**config.mk**
```make
export PLATFORM = sky130hd
export DESIGN_NAME = uart_rx
export DESIGN_NICKNAME = d
export VERILOG_FILES = /design/src/rtl/uart_pkg.sv /design/src/rtl/uart_baud_tick.sv /design/src/rtl/uart_rx.sv
export SDC_FILE = /design/constraint.sdc
export NUM_CORES = 1
export LEC_CHECK = 0
export ABC_AREA = 1
export CAP_MARGIN = 20
export CORE_MARGIN = 3
export CORE_UTILIZATION = 55
export CTS_CLUSTER_SIZE = 25
export DETAILED_ROUTE_END_ITERATION = 8
export PLACE_DENSITY = 0.81
export SLEW_MARGIN = 20
export SYNTH_ARGS = -nofsm -noshare
export SYNTH_HDL_FRONTEND = slang
export SYNTH_SLANG_ARGS = --single-unit
```
**constraint.sdc**
```tcl
create_clock -name sysClk -period 4 [get_ports sysClk]
set_clock_uncertainty 0.15 [all_clocks]
set_input_delay 0.8 -clock sysClk [delete_from_list [all_inputs] [get_ports sysClk]]
set_output_delay 0.8 -clock sysClk [all_outputs]
set_load 0.005 [all_outputs]
```
**src/rtl/uart_pkg.sv**
```systemverilog
// Shared UART definitions: parity encodings, receiver/transmitter state
// encoding and the oversampling divider calculation.
package uart_pkg;

   localparam int unsigned PAR_NONE = 0;
   localparam int unsigned PAR_ODD  = 1;
   localparam int unsigned PAR_EVEN = 2;

   typedef enum logic [2:0] {IDLE, START, DATA, PARITY, STOP} uart_state_e;

   // Clocks per oversample tick, rounded to nearest.
   function automatic int unsigned calc_div(input int unsigned clk_freq,
                                            input int unsigned baud,
                                            input int unsigned oversample);
      int unsigned den;
      den = baud * oversample;
      return (clk_freq + den / 2) / den;
   endfunction

endpackage

```
**src/rtl/uart_baud_tick.sv**
```systemverilog
// Free-running divider producing a one-cycle tick every C_DIV clocks.
module uart_baud_tick #(
   parameter int unsigned C_DIV = 54
) (
   input  logic sysClk,
   input  logic sysRst,
   output logic oTick
);

   localparam int unsigned CW = (C_DIV > 1) ? $clog2(C_DIV) : 1;
   localparam logic [CW-1:0] LAST = CW'(C_DIV - 1);

   logic [CW-1:0] cnt_q;

   // Count 0..C_DIV-1 and wrap.
   always_ff @(posedge sysClk) begin
      if (sysRst) begin
         cnt_q <= '0;
      end else if (cnt_q == LAST) begin
         cnt_q <= '0;
      end else begin
         cnt_q <= cnt_q + 1'b1;
      end
   end

   assign oTick = (cnt_q == LAST);

endmodule

```
**src/rtl/uart_rx.sv**
```systemverilog
// UART receiver: oversampled start detection, LSB-first deserialisation,
// parity/stop checking and a valid/ready output with sticky overrun.
// Build option: define UART_RX_MAJORITY_EN for 2-of-3 voting around each
// bit decision point.
module uart_rx
   import uart_pkg::*;
#(
   parameter int unsigned C_CLK_FREQ        = 100000000,
   parameter int unsigned C_UART_BAUD       = 115200,
   parameter int unsigned C_UART_DATA_WIDTH = 8,
   parameter int unsigned C_UART_PARITY     = 1,
   parameter int unsigned C_UART_STOP       = 1,
   parameter int unsigned C_OVERSAMPLE      = 16
) (
   input  logic                         sysClk,
   input  logic                         sysRst,
   input  logic                         rx,
   output logic [C_UART_DATA_WIDTH-1:0] oData,
   output logic                         oValid,
   input  logic                         iReady,
   output logic                         oParityErr,
   output logic                         oFrameErr,
   output logic                         oOverrun,
   output logic                         oBusy
);

   localparam int unsigned DIV = calc_div(C_CLK_FREQ, C_UART_BAUD, C_OVERSAMPLE);
   localparam int unsigned W   = C_UART_DATA_WIDTH;
   localparam int unsigned SCW = $clog2(C_OVERSAMPLE);
   localparam int unsigned BCW = 4;
   localparam int unsigned MID = C_OVERSAMPLE / 2 - 1;
   localparam logic [SCW-1:0] SC_LAST = SCW'(C_OVERSAMPLE - 1);
`ifdef UART_RX_MAJORITY_EN
   // Last of the three votes lands one tick after mid-bit.
   localparam logic [SCW-1:0] SC_START = SCW'(MID + 1);
`else
   localparam logic [SCW-1:0] SC_START = SCW'(MID);
`endif

   logic rx_meta_q, rx_s_q;
   logic tick;
   logic bit_val;

   uart_state_e    state_q;
   logic [SCW-1:0] sc_q;
   logic [BCW-1:0] bc_q;
   logic [W-1:0]   shreg_q;
   logic           armed_q, par_err_q, frm_err_q;

   logic           parity_bad, done, done_ferr;

   logic [W-1:0]   data_q;
   logic           valid_q, perr_q, ferr_q, ovr_q;

   // Two-flop synchroniser for the asynchronous line, idle-high reset.
   always_ff @(posedge sysClk) begin
      if (sysRst) begin
         rx_meta_q <= 1'b1;
         rx_s_q    <= 1'b1;
      end else begin
         rx_meta_q <= rx;
         rx_s_q    <= rx_meta_q;
      end
   end

   uart_baud_tick #(
      .C_DIV (DIV)
   ) u_baud_tick (
      .sysClk (sysClk),
      .sysRst (sysRst),
      .oTick  (tick)
   );

`ifdef UART_RX_MAJORITY_EN
   logic [1:0] vote_q;

   // Keep the line value from the previous two ticks for voting.
   always_ff @(posedge sysClk) begin
      if (sysRst) begin
         vote_q <= 2'b11;
      end else if (tick) begin
         vote_q <= {vote_q[0], rx_s_q};
      end
   end

   assign bit_val = (vote_q[0] & vote_q[1]) | (vote_q[0] & rx_s_q) | (vote_q[1] & rx_s_q);
`else
   assign bit_val = rx_s_q;
`endif

   // Parity check and frame-completion detection.
   always_comb begin
      parity_bad = (C_UART_PARITY == PAR_EVEN) ? (^{shreg_q, bit_val}) : ~(^{shreg_q, bit_val});
      done       = tick && (state_q == STOP) && (sc_q == SC_LAST) &&
                   (bc_q == BCW'(C_UART_STOP - 1));
      done_ferr  = frm_err_q | ~bit_val;
   end

   // Receive FSM; after START every decision falls on the sc wrap.
   always_ff @(posedge sysClk) begin
      if (sysRst) begin
         state_q   <= IDLE;
         sc_q      <= '0;
         bc_q      <= '0;
         shreg_q   <= '0;
         armed_q   <= 1'b0;
         par_err_q <= 1'b0;
         frm_err_q <= 1'b0;
      end else if (tick) begin
         sc_q <= (sc_q == SC_LAST) ? '0 : sc_q + 1'b1;
         unique case (state_q)
            IDLE: begin
               if (rx_s_q) begin
                  armed_q <= 1'b1;
               end else if (armed_q) begin
                  sc_q      <= '0;
                  bc_q      <= '0;
                  par_err_q <= 1'b0;
                  frm_err_q <= 1'b0;
                  state_q   <= START;
               end
            end
            START: begin
               if (sc_q == SC_START) begin
                  if (bit_val) begin
                     state_q <= IDLE;
                  end else begin
                     sc_q    <= '0;
                     state_q <= DATA;
                  end
               end
            end
            DATA: begin
               if (sc_q == SC_LAST) begin
                  shreg_q <= {bit_val, shreg_q[W-1:1]};
                  if (bc_q == BCW'(W - 1)) begin
                     bc_q    <= '0;
                     state_q <= (C_UART_PARITY != PAR_NONE) ? PARITY : STOP;
                  end else begin
                     bc_q <= bc_q + 1'b1;
                  end
               end
            end
            PARITY: begin
               if (sc_q == SC_LAST) begin
                  par_err_q <= parity_bad;
                  state_q   <= STOP;
               end
            end
            STOP: begin
               if (sc_q == SC_LAST) begin
                  if (!bit_val) frm_err_q <= 1'b1;
                  if (bc_q == BCW'(C_UART_STOP - 1)) begin
                     state_q <= IDLE;
                     // A low stop bit (break) disarms until the line idles high.
                     armed_q <= bit_val;
                  end else begin
                     bc_q <= bc_q + 1'b1;
                  end
               end
            end
            default: state_q <= IDLE;
         endcase
      end
   end

   // Output register: load on completion, drop with overrun if unaccepted.
   always_ff @(posedge sysClk) begin
      if (sysRst) begin
         data_q  <= '0;
         valid_q <= 1'b0;
         perr_q  <= 1'b0;
         ferr_q  <= 1'b0;
         ovr_q   <= 1'b0;
      end else if (done) begin
         if (!valid_q || iReady) begin
            data_q  <= shreg_q;
            perr_q  <= par_err_q;
            ferr_q  <= done_ferr;
            valid_q <= 1'b1;
            if (valid_q) ovr_q <= 1'b0;
         end else begin
            ovr_q <= 1'b1;
         end
      end else if (valid_q && iReady) begin
         valid_q <= 1'b0;
         ovr_q   <= 1'b0;
      end
   end

   assign oData      = data_q;
   assign oValid     = valid_q;
   assign oParityErr = perr_q;
   assign oFrameErr  = ferr_q;
   assign oOverrun   = ovr_q;
   assign oBusy      = (state_q != IDLE);

endmodule

```
==> results.tsv <==
metric	value	unit
CTS Sinks	42	
Filler Cell Count	315	
initial antenna violation count	0	
DRC Markers	0	
most numerous cell types in the synthesized netlist	sky130_fd_sc_hd__nand2_1, sky130_fd_sc_hd__dfxtp_1, sky130_fd_sc_hd__nor2_1, sky130_fd_sc_hd__a21oi_1, sky130_fd_sc_hd__inv_1	
CTS H-tree depth	2	
CP cell instances	inv_2 -> nand2_1 -> nor2_1 -> inv_1 -> clkdlybuf4s50_1	
Ports	17	
capturing point of the worst reg2reg path	bc_q[0]$_SDFFE_PP0P_	
Floorplan Core Area	3470	sq um
buffer levels on the longest clock path	2	
vias per std cell	5.27	
placement row count	21	
ranking of synthesized cells by area	sky130_fd_sc_hd__dfxtp_1, sky130_fd_sc_hd__nand2_1, sky130_fd_sc_hd__a21oi_1, sky130_fd_sc_hd__nor2_1, sky130_fd_sc_hd__inv_1	
internal portion of total power	0.000568	W
sequential-to-total area share from yosys stat	41.1	%
Rel. slew slack	54.3	%
largest voltage drop on the vdd net	306	uV
share of cells above drive strength 1	9.60	%
status	complete, no violations	
Critical Path Slowest Stage Cell	sky130_fd_sc_hd__clkdlybuf4s50_1	
TritonCTS clock tree	yes	
combinational fraction of design power	2.7	%
clock buffer count from CTS	5	
synthesis warning total	0	
critical path fanouts, max	7	
cell accounting for the most synthesized area	sky130_fd_sc_hd__dfxtp_1	
proportion of power drawn by the clock network	38.8	%
Mapped Avg Cell Area	7.21	sq um
Worst-path clk slew	0.07	ns
worst path bufs/invs	3	
# Post-CTS Setup Buffers	0	
post-detailed-placement half-perimeter wirelength	2.81	mm
Final Wtd Congestion	0.902	
relative area change from synthesis to final layout	12.7	%
floorplan die area	4490	sq um
Max stage delay on crit path	0.50	ns
EDFF count, synth	0	
worst min-delay path endpoint	bit_val$_SDFF_PP1_	
max-cap check violation count	0	
net count of the finished layout	310	
Min Hold Slack	0.273	ns
synthesis-stage register bit count	42	
IO Port Bufs	16	
endpoint class of the critical path	primary output	
via count	1834	
Worst Setup Start Kind	register	
synthesized netlist net count	293	
worst reg-to-reg setup slack	2.17	ns
final sum of negative setup slack	0	ns
starting utilization of the core area	59.1	%
Max Slew Vio Count	0	
share of total power consumed by net switching	21.6	%
Primary FF master, synth	sky130_fd_sc_hd__dfxtp_1	
diode insertion count for antenna repair	0	
data required time at the worst endpoint	3.05	ns
later-pin clock latency in the skew report	0.30	ns
wire length of the first global-routing pass	6.84	mm
final hold violations	0	
total net switching power	0.000157	W
overall routed net length	3.91	mm
setup repair after global routing missed its margin	no	
most numerous cell in the Yosys netlist	sky130_fd_sc_hd__nand2_1	
pin count of the biggest net entering global routing	26	
start point of the worst hold path	rx_meta_q$_SDFF_PP1_	
beginning of the worst register-to-register path	sc_q[1]$_SDFFE_PP0N_	
worst hold-check path type	reg -> reg	
antenna-violating nets left	0	
total routing usage reported by global routing	20.1	%
cell count of the worst hold path	1	
period utilisation layout	65.4	%
CP Class	reg -> out	
Starting DRT DRC Count	83	
Worst EP arrival	1.67	ns
CTS root buffer	sky130_fd_sc_hd__clkbuf_8	
proportion of netlist area held by the largest area contributor	41.1	%
hold-fix buffers at CTS	0	
Netlist cell types	34	
cts repair resizes	0	
clock period minus worst slack	2.62	ns
gate count of the mapped netlist	284	
number of global-route vias before repair	1604	
family with the most delay on the worst path	buffers and inverters	
sequential power share	58.5	%
total global routing overflow	0	
cell count of the worst reg-to-reg path	10	
total standard cell area after synthesis	2050	sq um
leakage dissipation	1.00	nW
post-synthesis async set-or-reset flop share	0	%
number of endpoints failing setup at the final stage	0	
TritonRoute pass-1 iters	4	
fmax	382	MHz
chip height	67.0	microns
slew at the pin closest to its max-slew limit	0.684	ns
power density of the placed cells	314	nW/um^2
floorplan die width	67.0	microns
WL/cell	11.2	microns
-- area by class of cell --
| cell class | instances | area, sq um | share of cell area [%] |
|---|---|---|---|
| multi-input cells | 201 | 1020 | 44.3 |
| flip-flops and latches | 42 | 841 | 36.4 |
| repair buffers | 16 | 160 | 6.94 |
| inverters | 35 | 136 | 5.91 |
| clock buffers | 7 | 86.3 | 3.74 |
| well taps | 46 | 57.6 | 2.49 |
| clock inverters | 1 | 5.00 | 0.217 |
-- stage by stage --
step / worst slack, ns / area (sq um) / instances / utilization, % / power [W]
after global placement: 1.18 / 2220 / 340 / 63.9 / 0.000453
after detailed placement: 1.11 / 2220 / 340 / 63.9 / 0.000454
final: 1.38 / 2310 / 348 / 66.6 / 0.000725
after CTS: 1.39 / 2310 / 348 / 66.6 / 0.000732
after floorplan: 2.33 / 2050 / 284 / - / 0.000447
after global routing: 1.23 / 2310 / 348 / 66.6 / 0.000759
-- worst max-delay path by stage --
stage	cells past startpoint	from	to
floorplan	7	iReady	oFrameErr$_SDFFE_PP0P_
global placement	4	sysRst	u_baud_tick.cnt_q[5]$_SDFF_PP0_
detailed placement	4	sysRst	u_baud_tick.cnt_q[5]$_SDFF_PP0_
CTS	5	state_q[2]$_SDFFE_PP0P_	oBusy
global route	4	sysRst	u_baud_tick.cnt_q[2]$_SDFF_PP0_
finish	5	state_q[2]$_SDFFE_PP0P_	oBusy
-- flip-flops by register name (all words and copies together), names as in the netlist, 3 cells and up --
register and cells:
state_q 3, u_baud_tick.cnt_q 6, shreg_q 8, bc_q 4, sc_q 4, oData 8
-- kinds of logic after synthesis --
| family | after synthesis | synth area share, % |
|---|---|---|
| xor gates and xnor gates | 3 | 1.28 |
| DFF | 42 | 41.1 |
| and+or+nand+nor | 133 | 30.4 |
| buffers and inverters | 41 | 9.04 |
| AOI/OAI and AO/OA | 60 | 15.1 |
| adders and majority gates | 5 | 3.05 |
-- per-layer routing --
metal / up-vias / track usage [%] / part of all wire, %
li1: 959 / - / -
met1: 829 / 25.2 / 48
met2: 37 / 32.0 / 45
met3: 9 / 6.58 / 4.8
met4: 0 / 7.09 / 2.0
met5: - / 0 / 0
-- power groups by stage --
stage	clock, W	sequential [W]	combinational [W]
after floorplan	0	0.000433	0.0000137
after global placement	0	0.000434	0.0000192
after detailed placement	0	0.000434	0.0000198
after CTS	0.000288	0.000424	0.0000199
after global routing	0.000311	0.000425	0.0000230
final	0.000281	0.000424	0.0000197
-- placed cells by master, fill, tap and decap left out --
cell type                         instances
sky130_fd_sc_hd__o2111ai_1                1
sky130_fd_sc_hd__clkbuf_1                 1
sky130_fd_sc_hd__nand3_4                  1
sky130_fd_sc_hd__nor2_1                  31
sky130_fd_sc_hd__dfxtp_1                 42
sky130_fd_sc_hd__a21o_1                   1
sky130_fd_sc_hd__nor3_1                   3
sky130_fd_sc_hd__nand2_1                 58
sky130_fd_sc_hd__clkinv_2                 1
sky130_fd_sc_hd__inv_1                   28
sky130_fd_sc_hd__clkinv_1                 1
sky130_fd_sc_hd__a211oi_1                 1
sky130_fd_sc_hd__nand2_2                  6
sky130_fd_sc_hd__nor3b_1                  3
sky130_fd_sc_hd__inv_2                    5
sky130_fd_sc_hd__xnor2_1                  1
sky130_fd_sc_hd__nand3_2                  1
sky130_fd_sc_hd__nand3_1                 21
sky130_fd_sc_hd__a21oi_1                 28
sky130_fd_sc_hd__clkbuf_8                 6
sky130_fd_sc_hd__ha_1                     5
sky130_fd_sc_hd__o22ai_1                  1
sky130_fd_sc_hd__clkinv_4                 1
sky130_fd_sc_hd__nor2_4                   2
sky130_fd_sc_hd__o21ai_0                 19
sky130_fd_sc_hd__o21ai_1                  9
sky130_fd_sc_hd__clkdlybuf4s50_1         16
sky130_fd_sc_hd__or2_2                    2
sky130_fd_sc_hd__nor2_2                   2
sky130_fd_sc_hd__xor2_1                   2
sky130_fd_sc_hd__nor4_1                   1
sky130_fd_sc_hd__nor2_8                   1
sky130_fd_sc_hd__or3_2                    1
No activity file was read; power rests on OpenSTA's default activity.
